==> config.mk <==
export PLATFORM = sky130hd
export DESIGN_NAME = jr_redirect_ctrl
export DESIGN_NICKNAME = d
export VERILOG_FILES = /design/src/rtl/cpu_pkg.sv /design/src/rtl/sat_counter.sv /design/src/rtl/jr_redirect_ctrl.sv
export SDC_FILE = /design/constraint.sdc
export NUM_CORES = 1
export LEC_CHECK = 0
export CAP_MARGIN = 20
export CORE_MARGIN = 1.5
export CORE_UTILIZATION = 49
export DETAILED_ROUTE_END_ITERATION = 8
export GPL_TIMING_DRIVEN = 0
export PLACE_DENSITY_LB_ADDON = 0.25
export REMOVE_ABC_BUFFERS = 1
export SLEW_MARGIN = 25
export SYNTH_ARGS = -nofsm -noshare
export SYNTH_HDL_FRONTEND = slang
export SYNTH_SLANG_ARGS = --single-unit
==> constraint.sdc <==
create_clock -name clk_i -period 2.65 [get_ports clk_i]
set_input_delay 0.795 -clock clk_i [delete_from_list [all_inputs] [get_ports clk_i]]
set_output_delay 0.795 -clock clk_i [all_outputs]
set_load 0.005 [all_outputs]
==> src/rtl/cpu_pkg.sv <==
// Shared definitions for the jr redirect control slice: FSM states,
// the default exception vector and the register-index width.
package cpu_pkg;

  typedef enum logic [1:0] {
    ST_IDLE,
    ST_HOLD,
    ST_REDIRECT
  } jr_state_e;

  localparam logic [31:0] EXC_VEC_DEF = 32'h0000_0080;
  localparam int          REG_IDX_W   = 5;

  function automatic logic is_misaligned(input logic [31:0] addr);
    return addr[1:0] != 2'b00;
  endfunction

endpackage

==> src/rtl/sat_counter.sv <==
// Saturating up-counter with synchronous clear; clear beats a same-cycle increment.
module sat_counter #(
  parameter int W = 16
) (
  input  logic         clk_i,
  input  logic         rst_i,
  input  logic         inc_i,
  input  logic         clr_i,
  output logic [W-1:0] cnt_o
);

  logic [W-1:0] r_cnt;

  always_ff @(posedge clk_i or negedge rst_i) begin
    if (!rst_i) begin
      r_cnt <= '0;
    end else if (clr_i) begin
      r_cnt <= '0;
    end else if (inc_i && (r_cnt != '1)) begin
      r_cnt <= r_cnt + W'(1);
    end
  end

  assign cnt_o = r_cnt;

endmodule

==> src/rtl/jr_redirect_ctrl.sv <==
// Turns an ID-stage jr into a one-cycle PC redirect, holding fetch while the
// rs operand is still being produced in EX/MEM; counts redirects and hold cycles.
module jr_redirect_ctrl
  import cpu_pkg::*;
#(
  parameter logic [31:0] EXC_VEC = EXC_VEC_DEF,
  parameter int          CNT_W   = 16
) (
  input  logic                 clk_i,
  input  logic                 rst_i,
  input  logic                 jr_i,
  input  logic [REG_IDX_W-1:0] rs_idx_i,
  input  logic [31:0]          rs_data_i,
  input  logic                 ex_regwrite_i,
  input  logic                 mem_regwrite_i,
  input  logic [REG_IDX_W-1:0] ex_rd_i,
  input  logic [REG_IDX_W-1:0] mem_rd_i,
  input  logic                 clr_cnt_i,
  output logic                 stall_o,
  output logic                 redirect_o,
  output logic [31:0]          target_o,
  output logic                 flush_o,
  output logic                 misalign_o,
  output logic [CNT_W-1:0]     jr_cnt_o,
  output logic [CNT_W-1:0]     stall_cnt_o
);

  jr_state_e   r_state;
  jr_state_e   w_next_state;
  logic [31:0] r_target;
  logic        r_misalign;
  logic        w_hazard;
  logic        w_latch;

  // $0 is hardwired, so a pending write to it never blocks the read.
  assign w_hazard = (rs_idx_i != '0) &&
                    ((ex_regwrite_i  && (ex_rd_i  == rs_idx_i)) ||
                     (mem_regwrite_i && (mem_rd_i == rs_idx_i)));

  always_comb begin
    w_next_state = r_state;
    w_latch      = 1'b0;
    stall_o      = 1'b0;
    redirect_o   = 1'b0;
    flush_o      = 1'b0;
    unique case (r_state)
      ST_IDLE: begin
        stall_o = jr_i;
        if (jr_i) begin
          if (w_hazard) begin
            w_next_state = ST_HOLD;
          end else begin
            w_latch      = 1'b1;
            w_next_state = ST_REDIRECT;
          end
        end
      end
      ST_HOLD: begin
        stall_o = 1'b1;
        if (!w_hazard) begin
          w_latch      = 1'b1;
          w_next_state = ST_REDIRECT;
        end
      end
      ST_REDIRECT: begin
        redirect_o   = 1'b1;
        flush_o      = 1'b1;
        w_next_state = ST_IDLE;
      end
      default: w_next_state = ST_IDLE;
    endcase
  end

  always_ff @(posedge clk_i or negedge rst_i) begin
    if (!rst_i) begin
      r_state    <= ST_IDLE;
      r_target   <= '0;
      r_misalign <= 1'b0;
    end else begin
      r_state <= w_next_state;
      if (w_latch) begin
        if (is_misaligned(rs_data_i)) begin
          r_target   <= EXC_VEC;
          r_misalign <= 1'b1;
        end else begin
          r_target <= rs_data_i;
        end
      end
    end
  end

  assign target_o   = r_target;
  assign misalign_o = r_misalign;

  sat_counter #(.W(CNT_W)) u_jr_cnt (
    .clk_i (clk_i),
    .rst_i (rst_i),
    .inc_i (r_state == ST_REDIRECT),
    .clr_i (clr_cnt_i),
    .cnt_o (jr_cnt_o)
  );

  sat_counter #(.W(CNT_W)) u_stall_cnt (
    .clk_i (clk_i),
    .rst_i (rst_i),
    .inc_i (r_state == ST_HOLD),
    .clr_i (clr_cnt_i),
    .cnt_o (stall_cnt_o)
  );

endmodule

==> results.sh, run 1 <==
export IMPL_die_w_um=86.07
export IMPL_avgSynthCellArea_um2=10.18
export IMPL_dp_cells=523
export IMPL_dieArea_um2=7407
export IMPL_maxCapViolations=0
export IMPL_grt_use_total=0.2230
export IMPL_cts_tree="built"
export IMPL_fmax_mhz=402.7
export IMPL_max_slew_margin_rel=0.5642
export IMPL_wl_per_cell_um=14.27
export IMPL_syn_area_um2=3381
export IMPL_crit_path_max_fanout=2
export IMPL_regArea_um2=1677
export IMPL_grt_overflow_total=0
export IMPL_status="finished clean"
export IMPL_drc=0
export IMPL_setup_ws_ps=166.9
export IMPL_r2r_start="u_stall_cnt.cnt_o[0]"
export IMPL_worst_r2r_setup_slack_ps=770
export IMPL_rows=30
export IMPL_ys_top_cells_by_count="67 x dfrtp_1, 38 x nand2_1, 32 x inv_1, 32 x nor2_1, 31 x mux2i_1"
export IMPL_period_minus_slack_ps=2483
export IMPL_n_antenna_cell=0
export IMPL_synth_ff_type="dfrtp_1"
export IMPL_grt_pass1_wl_um=12890
export IMPL_boundaryPins=121
export IMPL_irDropWorstVdd_mv=0.2846
export IMPL_grt_pass1_vias=2840
export IMPL_io_buffers=120
export IMPL_htree_levels=3
export IMPL_r2r_end="u_stall_cnt.cnt_o[7]"
export IMPL_rsz0062_at_grt="false"
export IMPL_vias=2790
export IMPL_dp_slack_ps=-409.3
export IMPL_synth_most_common_cell="dfrtp_1"
export IMPL_finalNonFillerCells=541
export IMPL_cts_root_buffer="clkbuf_8"
export IMPL_die_h_um=86.07
export IMPL_hpwl_um=5535
export IMPL_synth_seq_cells=67
export IMPL_period_share=0.9370
export IMPL_core_area_um2=6719
export IMPL_synthArstFlopShare=1.000
export IMPL_yosys_area_top_type="dfrtp_1"
export IMPL_synth_top_cell_area_share=0.4959
export IMPL_multi_input_area_um2=1526
export IMPL_p_per_area_nw_per_um2=468.8
export IMPL_numCtsBuffers=9
export IMPL_post_drt_via_cell_ratio=5.157
export IMPL_antenna_found_initial=0
export IMPL_area_delta_synth_final_pct=43.97
export IMPL_setup_tns_ps=0
export IMPL_setup_viol=0
export IMPL_final_setup_skew_ps=9.563
export IMPL_synth_area_leaders="dfrtp_1 50%, mux2i_1 9.2%, xnor2_1 4.4%, nand2_1 4.2%, xor2_1 4.1%"
export IMPL_utilization=0.7244
export IMPL_n_fill_cell=522
export IMPL_firstDrtPassIters=4
export IMPL_ys_types=41
export IMPL_gp_congestion=0.7780
export IMPL_power_total_mw=2.282
export IMPL_clockBufferDepth=2
export IMPL_antenna_left=0
export IMPL_worst_slew_pin_slew_ps=652.1
export IMPL_hp_class="input port to asynchronous set/reset pin"
export IMPL_cp_startpoint="jr_i"
export IMPL_synth_seq_area_share=0.4959
export IMPL_drv_slew=0
export IMPL_nets=512
export IMPL_worstRegToRegCells=6
export IMPL_initial_core_util=0.5032
export IMPL_drive_above_1_share=0.08243
export IMPL_synth_edf_count=0
export IMPL_critPathLaunchType="input port"
export IMPL_required_ps=1860
export IMPL_worst_skew_pair_late_latency_ps=350
export IMPL_drtIter0Drc=67
export IMPL_hold_viol_final=0
export IMPL_worstPathArrival_ps=1690
export IMPL_cts_sinks=67
export IMPL_endpoint_kind="output port"
export IMPL_yosysWarnings=0
export IMPL_synth_cells=332
export IMPL_grt_max_degree=41
export IMPL_p_leak_nw=2.082
export IMPL_wirelength_um=7718
export IMPL_path_clk_slew_ps=80
export IMPL_path_class="input port to output port"
[critical path, cell delays in order]
cell	delay, ps
clkdlybuf4s50_1	450
nor2_1	40
nor2_1	140
dlygate4sd2_1	260
[metrics by stage]
| stage | hold slack [ps] | area, um^2 |
|---|---|---|
| final | 356.9 | 4867 |
| after detailed placement | 455.4 | 4667 |
| after global placement | 445.7 | 4606 |
| after global routing | 385.1 | 4867 |
| after CTS | 367.6 | 4867 |
| after floorplan | 451.0 | 3304 |
[sequential cells by signal, summed over array words and instances (netlist names)]
signal and cells:
u_jr_cnt.cnt_o 16, u_stall_cnt.cnt_o 16, misalign_o 1, target_o 32
r_state 2
[logic make-up (layout without fill, tap and decap cells)]
| logic type | count (synthesis) | after routing | share of synthesized area |
|---|---|---|---|
| AO/OA/AOI/OAI | 28 | 28 | 0.05626 |
| XOR/XNOR | 33 | 33 | 0.08549 |
| adder cells (fa/ha/maj) | 2 | 2 | 0.007401 |
| buffers and inverters | 44 | 173 | 0.05810 |
| flip-flops | 67 | 67 | 0.4959 |
| multiplexers | 32 | 32 | 0.09512 |
| AND/OR/NAND/NOR | 126 | 126 | 0.2017 |
[timing repair]
item / in CTS / in global routing
hold buffers: 0 / 0
endpoints found under the hold margin: 0 / 0
buffers inserted: 3 / 0
resized for setup: 1 / 0
endpoints found under the setup margin: 2 / 0
[power breakdown]
part / leakage [nW] / internal (mW) / switching [mW]
clock: 0.0953 / 0.409 / 0.377
combinational: 1.08 / 0.237 / 0.151
sequential: 0.909 / 1.08 / 0.0331
[area by class of cell]
cell class / instances / area share
Tap cell: 80 / 0.02057
Clock inverter: 2 / 0.002057
Inverter: 32 / 0.02468
Sequential cell: 67 / 0.3445
Multi-Input combinational cell: 221 / 0.3136
Timing Repair Buffer: 126 / 0.2599
Clock buffer: 13 / 0.03470
[worst max path at each step]
| stage | to |
|---|---|
| floorplan | target_o[7] |
| global placement | target_o[7] |
| detailed placement | target_o[7] |
| CTS | stall_o |
| global route | stall_o |
| finish | stall_o |
[placed cells by master (no fill, tap or decap), types with 2 or more instances in the layout]
cell type | Yosys | final
nor3_1 | 6 | 6
xnor2_1 | 17 | 17
and3_1 | 9 | 9
mux2i_1 | 31 | 31
or3_1 | 6 | 6
o21ai_0 | 6 | 6
clkinv_2 | 0 | 2
clkdlybuf4s50_1 | 0 | 117
nor4_4 | 2 | 2
nand3_1 | 4 | 4
o2111ai_1 | 4 | 4
inv_1 | 32 | 32
and4_1 | 3 | 3
buf_4 | 2 | 4
clkbuf_8 | 0 | 12
nand2_1 | 38 | 38
nor2b_1 | 4 | 4
ha_1 | 2 | 2
o211ai_1 | 4 | 4
a21oi_1 | 6 | 6
xor2_1 | 16 | 16
nor2_1 | 32 | 31
nand4_1 | 10 | 10
and2_1 | 2 | 2
dfrtp_1 | 67 | 67
nand3_2 | 3 | 3
buf_8 | 0 | 2
[layer usage]
| layer | track usage | wire [um] | up-vias | part of all wire |
|---|---|---|---|---|
| li1 | - | - | 1368 | - |
| met1 | 0.2692 | 3277 | 1318 | 0.42 |
| met2 | 0.3636 | 3702 | 91 | 0.48 |
| met3 | 0.07315 | 585 | 13 | 0.076 |
| met4 | 0.1012 | 153 | 0 | 0.020 |
| met5 | 0 | 0 | - | 0 |
(Power assumes the default switching activity.)
==> run 2, diff against run 1 <==
--- a/config.mk
+++ b/config.mk
@@ -5,9 +5,9 @@
 export SDC_FILE = /design/constraint.sdc
 export NUM_CORES = 1
 export LEC_CHECK = 0
-export CAP_MARGIN = 20
+export CAP_MARGIN = 0
 export CORE_MARGIN = 1.5
-export CORE_UTILIZATION = 49
+export CORE_UTILIZATION = 45
 export DETAILED_ROUTE_END_ITERATION = 8
 export GPL_TIMING_DRIVEN = 0
 export PLACE_DENSITY_LB_ADDON = 0.25
==> run 2 against run 1 <==
Final cell count up 3.9%. Largest cell class unchanged. Combinational power is 2% higher. Clock power decreased by 2%. Critical path depth unchanged. Critical path type unchanged.
==> results.sh, run 2 (synthesis gave the netlist of run 1 again) <==
export IMPL_area_delta_synth_final_pct=45.26
export IMPL_drc=0
export IMPL_core_area_um2=7253
export IMPL_p_leak_nw=2.092
export IMPL_drive_above_1_share=0.08855
export IMPL_grt_overflow_total=0
export IMPL_slowest_delay_ps=450
export IMPL_io_buffers=120
export IMPL_grt_max_degree=38
export IMPL_endpoint_kind="output port"
export IMPL_cts_root_buffer="clkbuf_8"
export IMPL_boundaryPins=121
export IMPL_irDropWorstVdd_mv=0.3280
export IMPL_gp_congestion=0.7852
export IMPL_p_seq_frac=0.488
export IMPL_drtIter0Drc=54
export IMPL_rows=31
export IMPL_largest_reg_flops=32
export IMPL_slowest_stage="clkdlybuf4s50_1"
export IMPL_setup_viol=0
export IMPL_clkPwrFrac=0.339
export IMPL_die_w_um=89.68
export IMPL_dieArea_um2=8042
export IMPL_required_ps=1860
export IMPL_worst_skew_pair_late_latency_ps=340
export IMPL_drv_slew=0
export IMPL_path_clk_slew_ps=70
export IMPL_post_drt_via_cell_ratio=4.954
export IMPL_setup_tns_ps=0
export IMPL_worstPathArrival_ps=1680
export IMPL_antenna_left=0
export IMPL_path_class="input port to output port"
export IMPL_p_int_mw=1.702
export IMPL_fmax_mhz=403.7
export IMPL_cpMostUsedCell="nor2_1"
export IMPL_hp_class="input port to asynchronous set/reset pin"
export IMPL_power_total_mw=2.275
export IMPL_period_minus_slack_ps=2477
export IMPL_crit_path_max_fanout=2
export IMPL_nets=513
export IMPL_vias=2784
export IMPL_p_per_area_nw_per_um2=463.3
export IMPL_status="finished clean"
export IMPL_wirelength_um=7558
export IMPL_p_switching_mw=0.5736
export IMPL_path_cells="clkdlybuf4s50_1 -> nor2_1 -> nor2_1 -> dlygate4sd2_1"
export IMPL_maxCapViolations=0
export IMPL_grt_use_total=0.2022
export IMPL_cts_tree="built"
export IMPL_clockBufferDepth=2
export IMPL_initial_core_util=0.4661
export IMPL_grt_pass1_vias=2734
export IMPL_period_share=0.9348
export IMPL_final_setup_skew_ps=9.755
export IMPL_final_cell_mix="117 x clkdlybuf4s50_1, 67 x dfrtp_1, 38 x nand2_1"
export IMPL_critPathLaunchType="input port"
export IMPL_hold_viol_final=0
export IMPL_cts_sinks=67
export IMPL_n_antenna_cell=0
export IMPL_worst_slew_pin_slew_ps=631.6
export IMPL_hpwl_um=5545
export IMPL_n_fill_cell=598
export IMPL_htree_levels=3
export IMPL_setup_ws_ps=172.9
export IMPL_numCtsBuffers=9
export IMPL_die_h_um=89.68
export IMPL_antenna_found_initial=0
export IMPL_final_common_cell="clkdlybuf4s50_1"
export IMPL_rsz0062_at_grt="false"
export IMPL_dp_slack_ps=-286.1
export IMPL_max_slew_margin_rel=0.5779
export IMPL_grt_pass1_wl_um=12450
export IMPL_wl_per_cell_um=13.45
export IMPL_power_frac_comb=0.174
export IMPL_firstDrtPassIters=4
export IMPL_swShare=0.2521
[run 2: cell count changes in the layout (fill, tap and decap cells not counted), sizes merged]
cell	delta
clkinv	+2
clkinvlp	+1
clkbuf	-2
buf	+1
[run 2: area by class of cell]
cell class | count | area (um^2) | area share
Tap cell | 99 | 123.9 | 0.02522
Sequential cell | 67 | 1677 | 0.3414
Multi-Input combinational cell | 221 | 1526 | 0.3108
Clock buffer | 11 | 151.4 | 0.03083
Inverter | 32 | 120.1 | 0.02446
Clock inverter | 5 | 27.53 | 0.005605
Timing Repair Buffer | 127 | 1285 | 0.2617
[run 2: path summary, 6_finish.rpt]
check / startpoint / cells past startpoint / slack [ps] / endpoint
worst min register to register: misalign_o / 1 / 470 / misalign_o
worst max-delay path: jr_i / 4 / 170 / stall_o
worst min-delay path: rst_i / 1 / 380 / u_stall_cnt.cnt_o[15]
min in group clk_i: misalign_o / 1 / 470 / misalign_o
worst max register to register: u_stall_cnt.cnt_o[0] / 6 / 780 / u_stall_cnt.cnt_o[9]
max in group asynchronous: rst_i / 2 / 1730 / target_o[25]
[run 2: worst max-delay path: cells and delay by family]
| kind | cells | cell delay [ps] |
|---|---|---|
| and+or+nand+nor | 2 | 170 |
| buffers and inverters | 2 | 720 |
[run 2: metrics by stage]
| step | instances | hold WS (ps) | util | area, um^2 |
|---|---|---|---|---|
| floorplan | 320 | 451.0 | - | 3304 |
| global placement | 539 | 443.9 | 0.6383 | 4629 |
| detailed placement | 542 | 452.0 | 0.6484 | 4703 |
| CTS | 559 | 390.3 | 0.6740 | 4888 |
| global route | 562 | 405.7 | 0.6771 | 4911 |
| finish | 562 | 383.9 | 0.6771 | 4911 |
[run 2: repair_timing]
item | 4_1_cts | 5_1_grt
pin swaps | 1 | 1
setup buffers | 1 | 3
endpoints found under the setup margin | 1 | 1
hold buffers | 0 | 0
hold endpoints to repair | 0 | 0
resized for setup | 1 | 0
[run 2: layer usage]
layer	vias up	wire [um]	global-route usage
met4	0	147	0.08252
met5	-	0	0
met1	1316	3136	0.2442
met3	15	618	0.07313
met2	87	3657	0.3284
li1	1366	-	-
[run 2: power by group through the flow]
| stage | clock network [mW] | logic (mW) | registers [mW] |
|---|---|---|---|
| after floorplan | 0 | 0.131 | 1.13 |
| after global placement | 0 | 0.384 | 1.13 |
| after detailed placement | 0 | 0.395 | 1.13 |
| after CTS | 0.796 | 0.397 | 1.11 |
| after global routing | 0.836 | 0.435 | 1.12 |
| final | 0.771 | 0.395 | 1.11 |
==> run 3, diff against run 2 <==
--- a/config.mk
+++ b/config.mk
@@ -10,6 +10,7 @@
 export CORE_UTILIZATION = 45
 export DETAILED_ROUTE_END_ITERATION = 8
 export GPL_TIMING_DRIVEN = 0
+export MAX_ROUTING_LAYER = met4
 export PLACE_DENSITY_LB_ADDON = 0.25
 export REMOVE_ABC_BUFFERS = 1
 export SLEW_MARGIN = 25
==> run 3 against run 2 <==
Fmax unchanged. Critical path type unchanged. Global-route usage up 0.62 points. Die area unchanged. Clock power about the same. Critical path depth unchanged. Largest power group unchanged.
==> results.sh, run 3 (synthesis gave the netlist of run 1 again) <==
export IMPL_status="finished clean"
export IMPL_drtIter0Drc=56
export IMPL_drv_slew=0
export IMPL_critPathLaunchType="input port"
export IMPL_required_ps=1860
export IMPL_wl_met1_um=3277
export IMPL_clockBufferDepth=2
export IMPL_worstPathArrival_ps=1680
export IMPL_n_fill_cell=598
export IMPL_grt_use_total=0.2084
export IMPL_hpwl_um=5545
export IMPL_worst_slew_pin_slew_ps=637.9
export IMPL_drive_above_1_share=0.08855
export IMPL_dp_cells=542
export IMPL_r2r_end="u_stall_cnt.cnt_o[9]"
export IMPL_numCtsBuffers=9
export IMPL_p_per_area_nw_per_um2=463.9
export IMPL_boundaryPins=121
export IMPL_crit_path_max_fanout=2
export IMPL_endpoint_kind="output port"
export IMPL_grt_overflow_total=0
export IMPL_final_cell_mix="117 x clkdlybuf4s50_1, 67 x dfrtp_1, 38 x nand2_1"
export IMPL_finalNonFillerCells=562
export IMPL_initial_core_util=0.4661
export IMPL_dp_slack_ps=-286.1
export IMPL_hold_viol_final=0
export IMPL_fmax_mhz=403.7
export IMPL_htree_levels=3
export IMPL_area_delta_synth_final_pct=45.26
export IMPL_period_minus_slack_ps=2477
export IMPL_setup_viol=0
export IMPL_antenna_left=0
export IMPL_vias=2799
export IMPL_p_leak_nw=2.092
export IMPL_core_area_um2=7253
export IMPL_nets=513
export IMPL_cts_root_buffer="clkbuf_8"
export IMPL_hp_class="input port to asynchronous set/reset pin"
export IMPL_rows=31
export IMPL_path_class="input port to output port"
export IMPL_final_setup_skew_ps=9.171
export IMPL_gp_congestion=0.7961
export IMPL_period_share=0.9348
export IMPL_wl_met2_um=3649
export IMPL_worstRegToRegCells=6
export IMPL_cts_sinks=67
export IMPL_grt_pass1_vias=2732
export IMPL_wirelength_um=7566
export IMPL_die_w_um=89.68
export IMPL_final_common_cell="clkdlybuf4s50_1"
export IMPL_met3_length_um=501
export IMPL_setup_ws_ps=172.9
export IMPL_worst_r2r_setup_slack_ps=780
export IMPL_utilization=0.6771
export IMPL_grt_max_degree=38
export IMPL_fin_hold_ws_ps=382.3
export IMPL_worst_skew_pair_late_latency_ps=340
export IMPL_maxCapViolations=0
export IMPL_max_slew_margin_rel=0.5737
export IMPL_antenna_found_initial=0
export IMPL_wl_per_cell_um=13.46
export IMPL_irDropWorstVdd_mv=0.3303
export IMPL_drc=0
export IMPL_die_h_um=89.68
export IMPL_cts_tree="built"
export IMPL_post_drt_via_cell_ratio=4.980
export IMPL_rsz0062_at_grt="false"
export IMPL_path_clk_slew_ps=70
export IMPL_r2r_start="u_stall_cnt.cnt_o[0]"
export IMPL_firstDrtPassIters=4
export IMPL_n_antenna_cell=0
export IMPL_grt_pass1_wl_um=12450
export IMPL_top_layer_used="met4"
export IMPL_dieArea_um2=8042
export IMPL_largest_reg_flops=32
export IMPL_io_buffers=120
## run 3: cell counts in the layout (fill, tap and decap cells not counted)
No cell type changed its count.
## run 3: layout make-up
cell class                      count  area (um^2)  area share
Timing Repair Buffer              127         1285      0.2617
Clock buffer                       11        151.4     0.03083
Clock inverter                      5        27.53    0.005605
Sequential cell                    67         1677      0.3414
Multi-Input combinational cell    221         1526      0.3108
Tap cell                           99        123.9     0.02522
Inverter                           32        120.1     0.02446
## run 3: repair_timing
action                                  4_1_cts  5_1_grt
pin swaps                                     1        1
resized for setup                             1        0
setup buffers                                 1        3
hold buffers                                  0        0
endpoints found under the setup margin        1        1
## run 3: routing by layer
metal	vias up	global-route usage
met5	-	-
met4	0	0.08252
met3	13	0.05759
met2	91	0.3290
met1	1328	0.2535
li1	1367	-
## run 3: critical path: stages
cell	delay, ps
clkdlybuf4s50_1	450
nor2_1	40
nor2_1	130
dlygate4sd2_1	270
## run 3: per-stage QoR
step	power, mW	instance area (um^2)	TNS [ps]
floorplan	1.262	3304	-76370
CTS	2.303	4888	0
finish	2.278	4911	0
global placement	1.511	4629	-234540
global route	2.387	4911	0
detailed placement	1.523	4703	-1995
## run 3: how the worst max path moves through the flow
| stage | start | endpoint | slack (ps) | depth (start not counted) |
|---|---|---|---|---|
| final | jr_i | stall_o | 170 | 4 |
| after global routing | jr_i | stall_o | 130 | 4 |
| after global placement | rs_idx_i[3] | target_o[7] | -4160 | 6 |
| after floorplan | ex_rd_i[4] | target_o[7] | -2400 | 5 |
| after CTS | rs_idx_i[4] | target_o[7] | 70 | 8 |
| after detailed placement | rs_idx_i[4] | target_o[7] | -290 | 8 |
## run 3: report_power, final
group / leakage, nW / total (mW) / internal, mW / switching [mW]
combinational: 1.09 / 0.395 / 0.242 / 0.153
clock: 0.0949 / 0.774 / 0.384 / 0.390
sequential: 0.909 / 1.11 / 1.08 / 0.0340
total: 2.09 / 2.28 / 1.70 / 0.577
